$ cat config.mk
export PLATFORM = sky130hd
export DESIGN_NAME = sar_compare_search
export DESIGN_NICKNAME = d
export VERILOG_FILES = /design/src/rtl/sar_compare_search_pkg.sv /design/src/rtl/sar_compare_search.sv
export SDC_FILE = /design/constraint.sdc
export NUM_CORES = 1
export LEC_CHECK = 0
export CAP_MARGIN = 20
export CORE_ASPECT_RATIO = 0.9
export CORE_UTILIZATION = 55
export DETAILED_ROUTE_END_ITERATION = 16
export PLACE_DENSITY_LB_ADDON = 0.15
export RECOVER_POWER = 25
export SLEW_MARGIN = 30
export SYNTH_ARGS = -nofsm -noshare
export SYNTH_HDL_FRONTEND = slang
export SYNTH_SLANG_ARGS = --single-unit
$ cat constraint.sdc
create_clock -name iClk -period 3 [get_ports iClk]
set_input_delay 0.6 -clock iClk [delete_from_list [all_inputs] [get_ports iClk]]
set_output_delay 0.6 -clock iClk [all_outputs]
set_load 0.01 [all_outputs]
$ cat src/rtl/sar_compare_search_pkg.sv
// Shared definitions for the SAR searcher and its benches: comparator relation
// codes, searcher state encoding and a relation-code validity check.
package sar_compare_search_pkg;

    localparam logic [2:0] CMP_GT = 3'b100;
    localparam logic [2:0] CMP_EQ = 3'b010;
    localparam logic [2:0] CMP_LT = 3'b001;

    typedef enum logic [1:0] {
        IDLE = 2'd0,
        TRY  = 2'd1,
        DONE = 2'd2
    } sarState_t;

    function automatic logic isOneHot(input logic [2:0] code);
        return (code == CMP_GT) || (code == CMP_EQ) || (code == CMP_LT);
    endfunction

endpackage

$ cat src/rtl/sar_compare_search.sv
// MSB-first successive-approximation search against an external magnitude comparator.
// Optional macro SAR_EARLY_EXIT_EN: an EQ relation ends the search at that trial.
module sar_compare_search
    import sar_compare_search_pkg::*;
#(
    parameter int WIDTH   = 8,
    parameter int CMP_LAT = 1
) (
    input  logic             iClk,
    input  logic             iRst,
    input  logic             iStart,
    input  logic [2:0]       iCmp,
    output logic [WIDTH-1:0] oGuess,
    output logic             oBusy,
    output logic             oDone,
    output logic [WIDTH-1:0] oResult,
    output logic [3:0]       oSteps,
    output logic             oErr
);

    localparam logic [3:0]       TOP_PTR    = 4'(WIDTH - 1);
    localparam logic [3:0]       LAT_RELOAD = 4'(CMP_LAT - 1);
    localparam logic [3:0]       MAX_STEPS  = 4'(WIDTH);
    localparam logic [WIDTH-1:0] ONE        = WIDTH'(1);

    sarState_t        state, stateNext;
    logic [3:0]       ptr, ptrNext;
    logic [3:0]       waitCnt, waitNext;
    logic [WIDTH-1:0] guessNext, resultNext, ptrMask, updated;
    logic [3:0]       stepsNext;
    logic             errNext;

    always_ff @(posedge iClk) begin
        if (iRst) begin
            state   <= IDLE;
            ptr     <= '0;
            waitCnt <= '0;
            oGuess  <= '0;
            oResult <= '0;
            oSteps  <= '0;
            oErr    <= 1'b0;
        end else begin
            state   <= stateNext;
            ptr     <= ptrNext;
            waitCnt <= waitNext;
            oGuess  <= guessNext;
            oResult <= resultNext;
            oSteps  <= stepsNext;
            oErr    <= errNext;
        end
    end

    always_comb begin
        stateNext  = state;
        ptrNext    = ptr;
        waitNext   = waitCnt;
        guessNext  = oGuess;
        resultNext = oResult;
        stepsNext  = oSteps;
        errNext    = oErr;
        ptrMask    = ONE << ptr;
        // GT means the trial overshot, so the bit under test is dropped; LT and EQ keep it
        updated    = (iCmp == CMP_GT) ? (oGuess & ~ptrMask) : oGuess;

        unique case (state)
            IDLE: begin
                if (iStart) begin
                    stateNext = TRY;
                    guessNext = ONE << TOP_PTR;
                    ptrNext   = TOP_PTR;
                    waitNext  = LAT_RELOAD;
                    stepsNext = '0;
                    errNext   = 1'b0;
                end
            end
            TRY: begin
                if (waitCnt != 4'd0) begin
                    waitNext = waitCnt - 4'd1;
                end else begin
                    if (oSteps < MAX_STEPS) stepsNext = oSteps + 4'd1;
                    if (!isOneHot(iCmp)) begin
                        errNext    = 1'b1;
                        resultNext = '0;
                        stateNext  = DONE;
`ifdef SAR_EARLY_EXIT_EN
                    end else if (iCmp == CMP_EQ) begin
                        resultNext = oGuess;
                        stateNext  = DONE;
`endif
                    end else if (ptr == 4'd0) begin
                        resultNext = updated;
                        stateNext  = DONE;
                    end else begin
                        guessNext = updated | (ptrMask >> 1);
                        ptrNext   = ptr - 4'd1;
                        waitNext  = LAT_RELOAD;
                    end
                end
            end
            DONE:    stateNext = IDLE;
            default: stateNext = IDLE;
        endcase
    end

    assign oBusy = (state == TRY);
    assign oDone = (state == DONE);

endmodule

==> out/metrics.cfg <==
[clocking]
post_cts_resized = 0
clk_pin_slew_ns = 0.10
htreeDepth = 2
cts_tree = built
clk_latency_ns = 0.32
cts_max_path_buffers = 2
hold_buffers = 0
cts_setup_buffers = 0
cts_buffers = 5
cts.sinks = 31
root_buffer = clkbuf_4

[floorplanning]
io_pins = 29
die_height_um = 53.5
initial_core_util_pct = 58.4
die_area_um2 = 3160
core_area_um2 = 2770
die_w_um = 59.2
rows = 18

[global_route]
track_usage_pct = 27.8
grt_max_degree = 16
grt-ovfl-total = 0
grt_pass1_vias = 1389
grt_pass1_wl_um = 6380
antenna_found_initial = 0

[timing]
drv_slew = 0
setup_viol = 0
fin_crit_ns = 2.48
period_share_pct = 82.5
max-slew-margin-rel_pct = 48.9
fin_setup_tns_ns = 0
skew_ns = 0.00611
rsz0062_at_grt = no
finalHoldViolCount = 0
worstMarginPinSlew_ns = 0.763
fmax_ghz = 0.404

[synthesis]
yosysUniqueCellTypes = 46
netlist_area_um2 = 1620
synth_seq_cells = 31
synth_edf_count = 0
yosysSeqAreaShare_pct = 38.4
synth_compound_area_share_pct = 25.9
synth_xor_area_share_pct = 1.08
muxShareOfSynthArea_pct = 0
ys.flop_type = dfxtp_1
synth_warnings = 0
synth_top_family_by_area = compound AO/OA/AOI/OAI gates
synth.avg_cell_area_um2 = 8.79
synth_area_leaders = dfxtp_1, ha_1, o21ai_0
synth_top_area_share_pct = 38.4
yosysTopAreaCell = dfxtp_1
synth-simple-area-share_pct = 24.5
synth_fa_ha_area_share_pct = 6.19
synth_nets = 198
async_reset_ff_share_pct = 0
synthCells = 184

[critical_path]
critPathMaxStageDelay_ns = 0.56
crit_path_max_fanout = 13
path_delay_family = buffers and inverters
cpMaxStageDelayCell = clkdlybuf4s50_1
arrival_ns = 1.88
worst_setup_path_start_kind = flip-flop
endpoint_kind = output pin
cp_data_required_time_ns = 2.40
worstSetupPathType = flip-flop to output pin
critPathBufInv = 2
path_cells = nand2b_2 > clkinv_1 > clkdlybuf4s50_1

[pwr]
p_leak_nw = 0.749
p_seq_share_pct = 47.2
power_density_nw_per_um2 = 475
switching_share_pct = 32.2
power_w = 0.000951
clkPwrFrac_pct = 29.5
p_int_w = 0.000645
comb_power_share_pct = 23.3
ir_drop_uv = 409
p_sw_w = 0.000306

[place]
place_area_um2 = 1940
post-place-cells = 249
post-dp-hpwl_um = 3010
port-buffer-count = 28
finalWeightedCongestion = 0.908

[job]
cap_violations = 0

[cells_and_area]
final_util_pct = 72.2
final_nets = 230
fin_cells = 257
final_area_um2 = 2000
drive_above_1_share_pct = 9.68
antennaDiodeCount = 0
mostFrequentLayoutCell = dfxtp_1
area_growth_pct = 23.7
layout_common_cells = dfxtp_1, clkdlybuf4s50_1, nand2_1, o21ai_0

[drt]
drc = 0
first_iter_violations = 112
drtPass1Iterations = 4
vias = 1564
routed_wl_um = 4010
drtAntennaViolNets = 0
viasPerCell = 6.09
wl_per_cell_um = 15.6

[outcome]
run_status = completed

[min_path]
hp-class = flip-flop to flip-flop

[kinds of logic (layout without fill, tap and decap cells)]
kind of cell,after synthesis,in the layout
simple gates,66,66
buf+inv,16,49
fa+ha+maj,8,8
compound gates,61,61
flops,31,31
xor+xnor,2,2
[worst reg2reg max path, cell delays in order, from the launching register on]
cell and delay [ns]:
dfxtp_1 0.37, inv_1 0.13, ha_1 0.30, or3b_1 0.42
o211ai_1 0.36, a21oi_2 0.27, a22o_1 0.29
[worst paths after layout]
path / start / endpoint / slack (ns) / depth (start not counted)
worst max-delay path: state[1]$_SDFFE_PP0P_ / oBusy / 0.52 / 3
worst min-delay path: oResult[2]$_SDFFE_PP0P_ / oResult[2]$_SDFFE_PP0P_ / 0.48 / 1
worst max register to register: ptr[0]$_SDFFE_PP0P_ / oResult[7]$_SDFFE_PP0P_ / 0.77 / 6
worst min register to register: oResult[2]$_SDFFE_PP0P_ / oResult[2]$_SDFFE_PP0P_ / 0.48 / 1
[layer usage]
layer  share of wire [%]  GRT usage [%]
met1                  45           37.8
met2                  47           41.5
met3                 7.0           7.09
met4                0.75           11.9
met5                   0              0
[state kept, by name, indices dropped and copies added, names as in the netlist]
name     cells
ptr          4
oGuess       8
oSteps       4
waitCnt      4
state        2
oErr         1
oResult      8
[layout make-up]
class / count / area [µm²]
multi-input cells: 137 / 928
well taps: 40 / 50.0
fillers: 241 / 769
flip-flops and latches: 31 / 621
inverters: 12 / 45.0
repair buffers: 29 / 288
clock buffers: 8 / 68.8
[power groups by stage]
stage / registers [W] / logic [W] / clock network, W
4_1_cts: 0.000449 / 0.000222 / 0.000283
6_report: 0.000449 / 0.000222 / 0.000280
5_1_grt: 0.000452 / 0.000244 / 0.000300
2_1_floorplan: 0.000457 / 0.000152 / 0
3_5_place_dp: 0.000458 / 0.000222 / 0
3_3_place_gp: 0.000457 / 0.000215 / 0
[cell usage after synthesis, types with 2 or more instances]
master	count
dfxtp_1	31
nand2_1	12
o21ai_0	12
a21oi_1	11
inv_1	11
nor2_1	10
nand3_1	9
a31oi_1	8
ha_1	8
nor3_1	7
nor2b_1	5
a22o_1	4
a32o_1	4
nand4_1	4
a211oi_1	3
and2_1	3
o21ai_1	3
a21oi_2	2
clkbuf_1	2
nor3_2	2
nor3b_2	2
o211a_1	2
o211ai_1	2
o21a_1	2
o311ai_1	2
or3b_2	2
xor2_1	2
[per-stage QoR]
stage	hold slack, ns	setup slack, ns
after floorplan	0.444	1.29
after global placement	0.447	0.633
after detailed placement	0.468	0.571
after CTS	0.490	0.527
after global routing	0.506	0.416
final	0.478	0.524
Note: power is estimated with default switching activity, not from simulation.
==> patch: new RTL, config.mk and constraints unchanged <==
The parameter `WIDTH` goes from 8 to 12.
--- a/src/rtl/sar_compare_search.sv
+++ b/src/rtl/sar_compare_search.sv
@@ -3,7 +3,7 @@
 module sar_compare_search
     import sar_compare_search_pkg::*;
 #(
-    parameter int WIDTH   = 8,
+    parameter int WIDTH   = 12,
     parameter int CMP_LAT = 1
 ) (
     input  logic             iClk,
Ports: changed (resized oGuess and oResult); port bits go from 29 to 37. No check against the original RTL was run, so the function may have changed too.
==> patch against the original RTL <==
  * Core utilization increased by 4.4 points
  * Total power increased by 34%
  * Area after synthesis increased by 17%
  * Setup slack improved by 0.034 ns
  * Final area increased by 21%
  * Sequential cell count increased by 8
  * Maximum frequency increased by 1.4%
  * Wire length increased by 15%
  * Synthesized cell count increased by 19%
  * Critical path type is now reg -> reg
  * Largest cell class unchanged
  * Largest power group unchanged
==> patch: results (changes against the original RTL) <==
Commonest cells post-synth = dfxtp_1, nand2_1, a21oi_1, nor2_1, a22o_1
CP Class = reg -> reg
clock-pin slew on the worst setup and hold paths = 0.08 ns (-0.02 ns)
top area cells in the synthesized netlist = dfxtp_1, a21oi_1, ha_1
cts bufs inserted = 5 (unchanged)
routed len/inst = 15.5 µm (-0.82%)
min-delay src = oResult[3]
Root Driver = clkbuf_8
final setup skew = 0.00993 ns (+0.00383 ns)
CTS max path bufs = 2 (unchanged)
Filler cells = 210 (-13%)
# Post-CTS Setup Buffers = 0 (unchanged)
Final HPWL DP = 3.22 mm (+7.0%)
initial antenna violation count = 0 (unchanged)
vias in the first global route = 1,588 (+14%)
async set-reset flop share out of synthesis = 0 (unchanged)
Final #Nets = 269 (+17%)
Max VDD drop = 414 µV (+1.3%)
Slowest-stage cell, CP = nor3_2
via-per-instance ratio = 5.92 (-2.7%)
share of cells above drive strength 1 = 0.0742 (-0.0226)
Net Count, Synth = 233 (+18%)
drt first pass iters = 4 (unchanged)
slowest stage delay, CP = 0.51 ns (-0.05 ns)
Synthesis Warnings = 0 (unchanged)
met1 GRT Util = 0.389 (+0.0112)
GPL Wtd Cong = 0.819 (-9.8%)
# resized after CTS = 0 (unchanged)
met3 usage = 0.0472 (-0.0237)
Slew headroom = 0.563 (+0.0739)
Diodes inserted = 0 (unchanged)
sequential fraction of the synthesis area = 0.412 (+0.0280)
Worst Hold Class = reg -> reg
grt met2 use = 0.412 (-0.00292)
Yosys cell types = 46 (unchanged)
largest net degree at the start of global routing = 18 (+2)
outcome = complete, no violations
worst r2r src = ptr[0]
initial DRC count = 125 (+12%)
CP top delay family = simple AND/OR/NAND/NOR gates
Worst-Skew Late Latency = 0.30 ns (-0.02 ns)
first-pass GRT wire length = 7.60 mm (+19%)
critical path fanouts, max = 10 (-3)
LEAKAGE = 1.01 nW (+35%)
Largest regs = oGuess: 12 flops, oResult: 12 flops
# port buffers = 36 (+29%)
H-tree lvl count = 2 (unchanged)
Total GRT Usage = 0.270 (-0.00820)
[patch: cell types whose count changed after synthesis, sizes merged, moves of 7 or more]
cell | before | now
a21boi | 0 | 7
nor2 | 11 | 21
a22o | 4 | 11
dfxtp | 31 | 39
nand3 | 9 | 2
a31oi | 8 | 1
a21o | 0 | 8
o21ai | 15 | 7
nand2 | 12 | 25
a21oi | 13 | 23
[patch: where the power goes]
group          switching (mW)  internal (mW)  leakage (nW)
clock                   0.188          0.333        0.0654
sequential             0.0203          0.531         0.316
combinational           0.129         0.0727         0.630
[patch: routing by layer]
metal  wire (µm)  vias to the layer above
met5           0                        -
met3         289                        7
met2        2080                       70
li1            -                      859
met1        2190                      828
met4          48                        0
[patch: layout make-up]
cell class / count / area [µm²] / area share
Tap cell: 42 / 52.6 / 0.0217
Clock buffer: 6 / 72.6 / 0.0300
Multi-Input combinational cell: 164 / 1050 / 0.434
Clock inverter: 2 / 60.1 / 0.0248
Sequential cell: 39 / 781 / 0.322
Timing Repair Buffer: 39 / 383 / 0.158
Inverter: 6 / 22.5 / 0.00930
[patch: through the flow]
| step | util | area [µm²] | hold slack, ns | setup slack, ns | cells |
|---|---|---|---|---|---|
| 6_report | 0.766 | 2420 | 0.469 | 0.558 | 298 |
| 5_1_grt | 0.766 | 2420 | 0.494 | 0.426 | 298 |
| 4_1_cts | 0.765 | 2420 | 0.480 | 0.527 | 298 |
| 3_5_place_dp | 0.723 | 2290 | 0.459 | 0.271 | 290 |
| 3_3_place_gp | 0.723 | 2290 | 0.454 | 0.341 | 290 |
| 2_1_floorplan | - | 1900 | 0.491 | 0.973 | 219 |
[patch: cell families after synthesis]
logic type               after synthesis  synth area share
AND/OR/NAND/NOR                       76             0.199
AO/OA/AOI/OAI                         78             0.290
buffers and inverters                 16            0.0363
flip-flops                            39             0.412
adder cells (fa/ha/maj)                8            0.0528
XOR/XNOR                               1           0.00462
multiplexers                           1           0.00528
[patch: final timing paths]
kind	endpoint	slack [ns]	cells after the start
max	oResult[11]	0.56	7
min	oResult[3]	0.47	1
max reg2reg	oResult[11]	0.56	7
min reg2reg	oResult[3]	0.47	1
